--- config.mk ---
export PLATFORM = sky130hd
export DESIGN_NAME = mem_loader
export DESIGN_NICKNAME = d
export VERILOG_FILES = /design/src/rtl/mem_loader.sv
export SDC_FILE = /design/constraint.sdc
export NUM_CORES = 1
export LEC_CHECK = 0
export ABC_CLOCK_PERIOD_IN_PS = 3460
export BUFFER_PORTS_ARGS = -buffer_cell sky130_fd_sc_hd__buf_2
export CAP_MARGIN = 40
export CORE_ASPECT_RATIO = 1.4
export CORE_MARGIN = 2
export CORE_UTILIZATION = 35
export CTS_CLUSTER_SIZE = 30
export DETAILED_ROUTE_END_ITERATION = 10
export MAX_ROUTING_LAYER = met4
export PLACE_DENSITY = 0.64
export SLEW_MARGIN = 20
export SYNTH_ARGS = -nofsm -noshare
export SYNTH_HDL_FRONTEND = slang
export SYNTH_SLANG_ARGS = --single-unit
--- constraint.sdc ---
create_clock -name clk -period 3.46 [get_ports clk]
set_input_delay 0.346 -clock clk [delete_from_list [all_inputs] [get_ports clk]]
set_output_delay 0.346 -clock clk [all_outputs]
set_load 0.1 [all_outputs]
--- src/rtl/mem_loader.sv ---
// mem_loader: program loader for the memory flash port.
// Receives a little-endian byte stream (4-byte word count N, then N words),
// assembles 32-bit words and writes each one to consecutive word addresses
// starting at BASE_ADDR. The core is held in reset until the image has been
// written completely; an oversized count parks the loader in an error state.

module mem_loader #(
  parameter int WIDTH     = 32,
  parameter int BASE_ADDR = 0,
  parameter int MAX_WORDS = 256
) (
  input  logic             clk,
  input  logic             rst,
  input  logic             in_valid,
  input  logic [7:0]       in_data,
  output logic             in_ready,
  output logic             flash_en,
  output logic [WIDTH-1:0] flash_addr,
  output logic [WIDTH-1:0] flash_data,
  output logic             core_rst,
  output logic             done,
  output logic             error
);

  typedef enum logic [2:0] {
    LEN,
    DATA,
    WRITE,
    GAP,
    DONE,
    ERR
  } state_t;

  localparam logic [WIDTH-1:0] BASE  = WIDTH'(BASE_ADDR);
  localparam logic [WIDTH-1:0] MAX_N = WIDTH'(MAX_WORDS);

  state_t           state;
  logic [1:0]       byte_cnt;
  logic [WIDTH-1:0] word_idx;
  logic [WIDTH-1:0] word_cnt;
  logic [WIDTH-9:0] shift_reg;

  logic             accept;
  logic             last_byte;
  logic [WIDTH-1:0] next_count;
  logic [WIDTH-1:0] next_word;
  logic [WIDTH-1:0] word_addr;
  logic             last_word;

  // Handshake and datapath helpers: the incoming byte lands in the top byte,
  // so after four shifts the first byte received sits in bits [7:0].
  always_comb begin
    in_ready   = !rst && ((state == LEN) || (state == DATA));
    accept     = in_valid && in_ready;
    last_byte  = (byte_cnt == 2'd3);
    next_count = {in_data, word_cnt[WIDTH-1:8]};
    next_word  = {in_data, shift_reg};
    word_addr  = BASE + {word_idx[WIDTH-3:0], 2'b00};
    last_word  = (word_idx == (word_cnt - WIDTH'(1)));
  end

  // Loader FSM with registered flash strobe, address, data and status flags.
  always_ff @(posedge clk) begin
    if (rst) begin
      state      <= LEN;
      byte_cnt   <= 2'd0;
      word_idx   <= '0;
      word_cnt   <= '0;
      shift_reg  <= '0;
      flash_en   <= 1'b0;
      flash_addr <= '0;
      flash_data <= '0;
      core_rst   <= 1'b1;
      done       <= 1'b0;
      error      <= 1'b0;
    end else begin
      case (state)
        LEN: begin
          if (accept) begin
            word_cnt <= next_count;
            byte_cnt <= byte_cnt + 2'd1;
            if (last_byte) begin
              if (next_count == '0) begin
                state    <= DONE;
                done     <= 1'b1;
                core_rst <= 1'b0;
              end else if (next_count > MAX_N) begin
                state <= ERR;
                error <= 1'b1;
              end else begin
                state <= DATA;
              end
            end
          end
        end

        DATA: begin
          if (accept) begin
            shift_reg <= next_word[WIDTH-1:8];
            byte_cnt  <= byte_cnt + 2'd1;
            if (last_byte) begin
              flash_en   <= 1'b1;
              flash_addr <= word_addr;
              flash_data <= next_word;
              state      <= WRITE;
            end
          end
        end

        WRITE: begin
          flash_en <= 1'b0;
          state    <= GAP;
        end

        GAP: begin
          if (last_word) begin
            state    <= DONE;
            done     <= 1'b1;
            core_rst <= 1'b0;
          end else begin
            word_idx <= word_idx + WIDTH'(1);
            state    <= DATA;
          end
        end

        DONE: begin
          state <= DONE;
        end

        ERR: begin
          state <= ERR;
        end

        default: begin
          state <= LEN;
        end
      endcase
    end
  end

endmodule

After elaboration in Yosys (flattened, before gate mapping)

Index checks and enable logic that the tools add are counted.

Shifts and indexed selects: 0
Equal/unequal tests: 13
Bitwise operators: 2
Divide/modulo/power cells: 0
Muxes and demuxes: 21
Magnitude comparators: 1
Reduce and logical (&&, ||, !) cells: 18
Multipliers: 0
$add $sub $neg: 3

Operators by type and width:

| kind                                                 | count |
|---|---|
| adder 32 x 1 -> 32 bit (second input constant)       | 1 |
| == test 32 bit                                       | 1 |
| > comparator 32 x 9 -> 1 bit (second input constant) | 1 |
| logical NOT 32 bit                                   | 1 |
| subtractor 32 x 1 -> 32 bit (second input constant)  | 1 |
| two-way mux 3 bit                                    | 7 |
| one-hot mux 3 bit (6 select lines)                   | 1 |
| two-way mux 1 bit                                    | 10 |
| != test 2 bit (second input constant)                | 5 |
| AND reduction 5 bit                                  | 2 |
| AND reduction 2 bit                                  | 4 |
| == test 3 x 2 -> 1 bit (second input constant)       | 2 |
| == test 3 bit (second input constant)                | 2 |
| one-hot mux 1 bit (2 select lines)                   | 3 |
| AND reduction 3 bit                                  | 2 |
| AND reduction 4 bit                                  | 1 |
| nonzero test 2 bit                                   | 2 |
| == test 3 x 1 -> 1 bit (second input constant)       | 1 |
| logical NOT 3 bit                                    | 1 |
| adder 2 x 1 -> 2 bit (second input constant)         | 1 |
| == test 2 bit (second input constant)                | 1 |
| logical AND 1 bit                                    | 2 |
| != test 2 x 1 -> 1 bit (second input constant)       | 1 |
| NOT 1 bit                                            | 2 |
| 3 further kinds                                      | 3 |

Output and inout bits: 69
Word-level logic and storage cells: 69
Memories kept: 0
Memory bits (writable): 0
Memory bits (read-only): 0
Bits in latches: 0
Register bits after elaboration: 159

Longest topological paths before layout

Gate-level depths: netlist of run 1.

Depth in word-level cells: 6
Gate-level depth with buffers: 14
Mapped depth without buffers: 11

Worst setup path after synthesis of run 1

No wires, ideal clock.

Path type: reg-to-reg
Start point: register word_cnt[0]
End point: register core_rst
Clock period less this slack: 3165 ps
Cell stages (with the launch flop): 15
Arrival: 3043 ps
Setup slack: 295 ps
Buffers on the path: 3
Cell sequence: dfxtp_1 -> inv_1 -> ha_1 -> or3b_1 -> clkbuf_1 -> nor2_4 -> nand4_2 -> mux2_4 -> a2111oi_4 -> nand4_1 -> nor2_2 -> buf_6 -> buf_6 -> nand3_4 -> a221o_1

Word-level cells in the longest chain between the ends: 4

Ends and longest elaborated chain:

| item                                 | line | text |
|---|---|---|
| start: declaration                   | 40   | `logic [WIDTH-1:0] word_cnt;` |
| start signal: assignment             | 80   | `word_cnt <= next_count;` |
| subtractor 32 x 1 -> 32 bit          | 59   | `last_word = (word_idx == (word_cnt - WIDTH'(1)));` |
| == test 32 bit                       | 59   |  |
| != test 2 bit (no source line)       | -    |  |
| AND reduction 5 bit (no source line) | -    |  |
| end signal: assignment               | 73   | `core_rst <= 1'b1;` |
| end signal: assignment               | 86   | `core_rst <= 1'b0;` |
| end signal: assignment               | 119  | `core_rst <= 1'b0;` |
| end: declaration                     | 20   | `output logic core_rst,` |

No other way between the ends.
A chain may end at the register's enable or synchronous reset.

Worst setup path in the final report of run 1

Start point: register word_cnt[0]
End point: register word_idx[13]

Word-level cells in the longest chain between the ends: 4

Ends and longest elaborated chain:

| item                                 | line | text |
|---|---|---|
| subtractor 32 x 1 -> 32 bit          | 59   |  |
| == test 32 bit                       | 59   |  |
| NOT 1 bit (no source line)           | -    |  |
| AND reduction 2 bit (no source line) | -    |  |
| end signal: assignment               | 121  | `word_idx <= word_idx + WIDTH'(1);` |
| end: declaration                     | 39   | `logic [WIDTH-1:0] word_idx;` |

No other way between the ends.

==> results.yml, run 1 <==
pwr:
  power_density_mw_per_mm2: 450
  power_leakage_uw: 0.00317
  ir_drop_mv: 0.335
place:
  io_buffers: 77
  hpwl_um: 14300
  gp_congestion: 0.932
  post_dp_cell_area_mm2: 0.00813
critical_path:
  worstSetupStartpoint: "word_cnt[0]"
  crit_fanout: 16
  start_kind: "flip-flop"
  required_ns: 3.81
  r2r-start: "word_cnt[0]"
  crit_path_end_kind: "flip-flop"
  arrival_ns: 3.60
  crit_type: "reg -> reg"
cells_and_area:
  top_regs: "flash_data (32), word_cnt (32), word_idx (32)"
  drive_gt1_share_pct: 15.3
  mostFrequentLayoutCells: "260 x nand2_1, 159 x dfxtp_1, 156 x a21oi_1"
  final_area_mm2: 0.00875
  mostFrequentLayoutCell: "nand2_1"
  antenna_cells: 0
  final_nets: 1040
  syn2layout_area_growth_pct: 17.5
logic_synthesis:
  netlist.area_leader.share_pct: 42.7
  synth_edf_count: 0
  synthArstFlopShare_pct: 0
  yosysWarnings: 0
  ys.flop_type: "dfxtp_1"
  synth_area_leaders: "dfxtp_1 43%, nand2_1 13%, a21oi_1 10%"
  ys_seq_area_share_pct: 42.7
  synth_top_area_cell: "dfxtp_1"
  postSynthCellCount: 975
  syn_area_per_cell_um2: 7.64
  ys_types: 66
  syn_area_mm2: 0.00745
  synth-seq-cells: 159
routing:
  wire_per_inst_um: 15.7
  routed_via_density: 5.34
  num_vias: 6934
  drt_iter0_markers: 515
  wirelength_um: 20400
  drc: 0
  firstDrtPassIters: 5
  postRouteAntennaNets: 0
cts:
  cts_setup_buffers: 0
  cts_root_buf: "clkbuf_16"
  cts-buffers-inserted: 17
  cts_tree: "yes"
  insertion_delay_ns: 0.43
  clk_pin_slew_ns: 0.07
  postCtsHoldBufs: 0
  cts.sinks: 159
  clockBufferDepth: 2
  htreeDepth: 4
hold_path:
  hold_start: "in_data[4]"
  hold_path.class: "in -> reg"
timing:
  period_minus_slack_ns: 3.26
  min_period_over_period_pct: 94.1
  slew_violations: 0
  finalClockSkew_ns: 0.0131
  worst_pin_slew_ns: 0.765
  relSlewSlack_pct: 49.0
  setup_viol: 0
  max_freq_ghz: 0.307
  setup_tns_ns: 0
  hold_viol_final: 0
  rsz0062_at_grt: "yes"
global_routing:
  antenna_found_initial: 0
  grt_pass1_wl_um: 33900
  grt_use_total_pct: 19.4
  overflow: 0
  grt_max_degree: 75
  grt_pass1_vias: 6623
job:
  drv_cap: 0
floorplanning:
  num_io_pins: 80
  die_w_um: 127
  die_h_um: 177
  coreArea_mm2: 0.0210
  start_util_pct: 35.4
  die-area_mm2: 0.0225
  rows: 63
run_status:
  outcome: "finished clean"
## worst max-delay path, cell delays in order, from the launching register on
cell and delay, ns:
dfxtp_1 0.31, buf_4 0.15, or4_4 0.57, or4_1 0.49, o311a_1 0.16, o31ai_1 0.39, a2111oi_4 0.06, nand4_1 0.14
nor2_2 0.07, buf_4 0.18, buf_12 0.14, or3_1 0.34, a21oi_1 0.18
## cell type report
class	count	area [um2]
clock buffer	21	470
tap	260	325
clock inverter	11	131
multi-input combinational	736	3950
timing repair buffer	108	682
fill	2135	12300
sequential	159	3180
inverter	4	15.0
## Yosys cell counts, drive strengths merged, types with 12 or more instances
library cell  number
or4               13
o21ai             27
nor2              38
nand4             19
nand2            261
clkbuf            64
nor3              21
or3               24
nand3             24
a21oi            156
dfxtp            159
xnor2             30
buf               13
nor4              12
## repair_timing
| item | in CTS | in global routing |
|---|---|---|
| resized for setup | 0 | 2 |
| endpoints found under the setup margin | 0 | 18 |
| hold endpoints to repair | 0 | 0 |
## metrics by stage
stage               total power, uW  setup slack (ns)  hold WS (ns)  util (%)  std cells
floorplan                      2030             0.295         0.432         -        976
global placement               2080             0.240         0.441      38.5       1264
detailed placement             2080             0.170         0.444      38.6       1266
CTS                            3990             0.145         0.175      41.5       1298
global route                   4090          -0.00595         0.192      41.6       1299
finish                         3930             0.204         0.194      41.6       1299
## final timing paths
check,depth (start not counted),endpoint,slack (ns)
min,3,flash_data[28],0.19
max reg2reg,12,word_idx[13],0.20
max,12,word_idx[13],0.20
min reg2reg,2,flash_data[21],0.45
## power breakdown
group          switching (uW)  leakage [uW]  internal [uW]
clock                     763      0.000286           1120
combinational             126       0.00160           63.3
sequential               16.5       0.00128           1840
total                     906       0.00317           3030
## layer usage
layer  vias up  track usage (%)  part of all wire (%)
li1       3473                -                     -
met1      3246             22.1                    42
met2       171             33.1                    51
met3        44             3.33                   3.7
met4         0             8.84                   3.4
met5         -                -                     0
## cell families after synthesis
kind of cell | share of synthesized area, %
XOR/XNOR | 4.70
AND/OR/NAND/NOR | 29.1
adder cells (fa/ha/maj) | 0.504
other | 0.0503
AO/OA/AOI/OAI | 17.1
flip-flops | 42.7
buffers and inverters | 4.57
multiplexers | 1.23
Power figures use the tool's default switching activity.
==> run 2: changes to the inputs <==
RECOVER_POWER = 25   (was unset)
SLEW_MARGIN = unset   (was 20)
==> run 2 against run 1 <==
  * Routed wire length decreased by 0.25%
  * Worst setup slack improved by 0.013 ns
  * Critical path depth unchanged
  * Largest cell class unchanged
  * Clock-buffer cell count unchanged
  * First-iteration DRC count decreased by 14%
  * Non-clock buffer count increased by 2
  * Global-route usage decreased by 0.37 points
  * Final cell count increased by 0.15%
  * Critical path type unchanged
  * Total power increased by 0.33%
  * Hold slack improved by 0.0062 ns
==> results.yml, run 2 (same netlist as run 1, synthesis figures left out) <==
critical_path:
  arrival_ns: 3.60
  r2r-end: "word_idx[12]"
  worstSetupStartpoint: "word_cnt[0]"
  r2r_cells: 12
  r2r-start: "word_cnt[0]"
  crit_type: "reg -> reg"
  r2r_slack_ns: 0.22
  crit_fanout: 16
  required_ns: 3.81
  start_kind: "flip-flop"
  crit_path_end_kind: "flip-flop"
cells_and_area:
  mostFrequentLayoutCells: "260 x nand2_1, 159 x dfxtp_1, 156 x a21oi_1"
  mostFrequentLayoutCell: "nand2_1"
  syn2layout_area_growth_pct: 16.8
  instances_no_fill: 1301
  antenna_cells: 0
  final_nets: 1042
  drive_gt1_share_pct: 10.3
  n_fill_cell: 2195
  top_regs: "flash_data (32), word_cnt (32), word_idx (32)"
timing:
  min_period_over_period_pct: 93.7
  hold_viol_final: 0
  finalClockSkew_ns: 0.0174
  rsz0062_at_grt: "no"
  setup_tns_ns: 0
  relSlewSlack_pct: 0.927
  period_minus_slack_ns: 3.24
  slew_violations: 0
  max_freq_ghz: 0.308
  worst_pin_slew_ns: 1.49
  setup_viol: 0
pwr:
  p_total_uw: 3950
  ir_drop_mv: 0.333
  power_leakage_uw: 0.00294
  power_density_mw_per_mm2: 454
cts:
  cts_root_buf: "clkbuf_16"
  cts.sinks: 159
  clk_pin_slew_ns: 0.07
  insertion_delay_ns: 0.44
  cts_tree: "yes"
  postCtsHoldBufs: 0
  clockBufferDepth: 2
  cts-buffers-inserted: 17
  htreeDepth: 4
hold_path:
  whs_endpoint: "shift_reg[20]"
  hold_start: "in_data[4]"
  hold_path.class: "in -> reg"
  holdPathStages: 3
place:
  io_buffers: 77
  gp_congestion: 0.932
  dp_cells: 1266
  hpwl_um: 14200
global_routing:
  grt_max_degree: 85
  antenna_found_initial: 0
  grt_pass1_vias: 6397
  grt_pass1_wl_um: 33300
  overflow: 0
  grt_use_total_pct: 19.0
routing:
  firstDrtPassIters: 4
  num_vias: 6819
  drc: 0
  wirelength_um: 20400
  drt_iter0_markers: 443
  postRouteAntennaNets: 0
  wire_per_inst_um: 15.7
  routed_via_density: 5.24
floorplanning:
  num_io_pins: 80
  die_w_um: 127
  rows: 63
  die-area_mm2: 0.0225
  coreArea_mm2: 0.0210
  start_util_pct: 35.4
  die_h_um: 177
job:
  drv_cap: 0
run_status:
  outcome: "finished clean"
run 2: worst max-delay path by stage:
stage                               to  slack (ns)  cells after the start
after floorplan               core_rst        0.30                     14
after global placement        core_rst        0.24                     12
after detailed placement      core_rst        0.15                     12
after CTS                     core_rst        0.12                     12
after global routing          core_rst        0.01                     12
final                     word_idx[12]        0.22                     12
run 2: critical path: stages (launching register included):
cell and delay, ns:
dfxtp_1 0.31, buf_4 0.15, or4_4 0.57, or4_1 0.50
o311a_1 0.16, o31ai_1 0.40, a2111oi_4 0.06, nand4_1 0.14
nor2_2 0.07, buf_4 0.18, buf_12 0.15, or3_1 0.34
a21oi_1 0.15
run 2: where the power goes:
part           internal (uW)  switching [uW]
combinational           64.4             126
clock                   1130             775
sequential              1840            16.3
total                   3030             917
run 2: layout make-up:
type	instances	area (um2)	share of cell area, %
clock inverters	11	131	1.51
repair buffers	110	632	7.27
well taps	260	325	3.74
flip-flops and latches	159	3180	36.6
multi-input cells	736	3940	45.3
inverters	4	15.0	0.173
clock buffers	21	470	5.41
run 2: through the flow:
step | cell area, um2 | util [%] | hold WS, ns | worst slack (ns)
after global routing | 8700 | 41.3 | 0.189 | 0.0149
after CTS | 8740 | 41.5 | 0.171 | 0.123
after floorplan | 7450 | - | 0.432 | 0.295
after global placement | 8100 | 38.5 | 0.441 | 0.240
final | 8700 | 41.3 | 0.200 | 0.217
after detailed placement | 8140 | 38.7 | 0.444 | 0.153
run 2: layer usage:
metal	track usage, %	part of all wire (%)	vias to the layer above
met3	3.15	3.1	28
met4	6.41	2.0	0
met2	33.5	52	123
met1	21.8	43	3189
met5	-	0	-
li1	-	-	3479
run 2: repair_timing:
action	4_1_cts	5_1_grt
setup endpoints to repair	0	19
buffers inserted	0	3
resized for setup	0	1
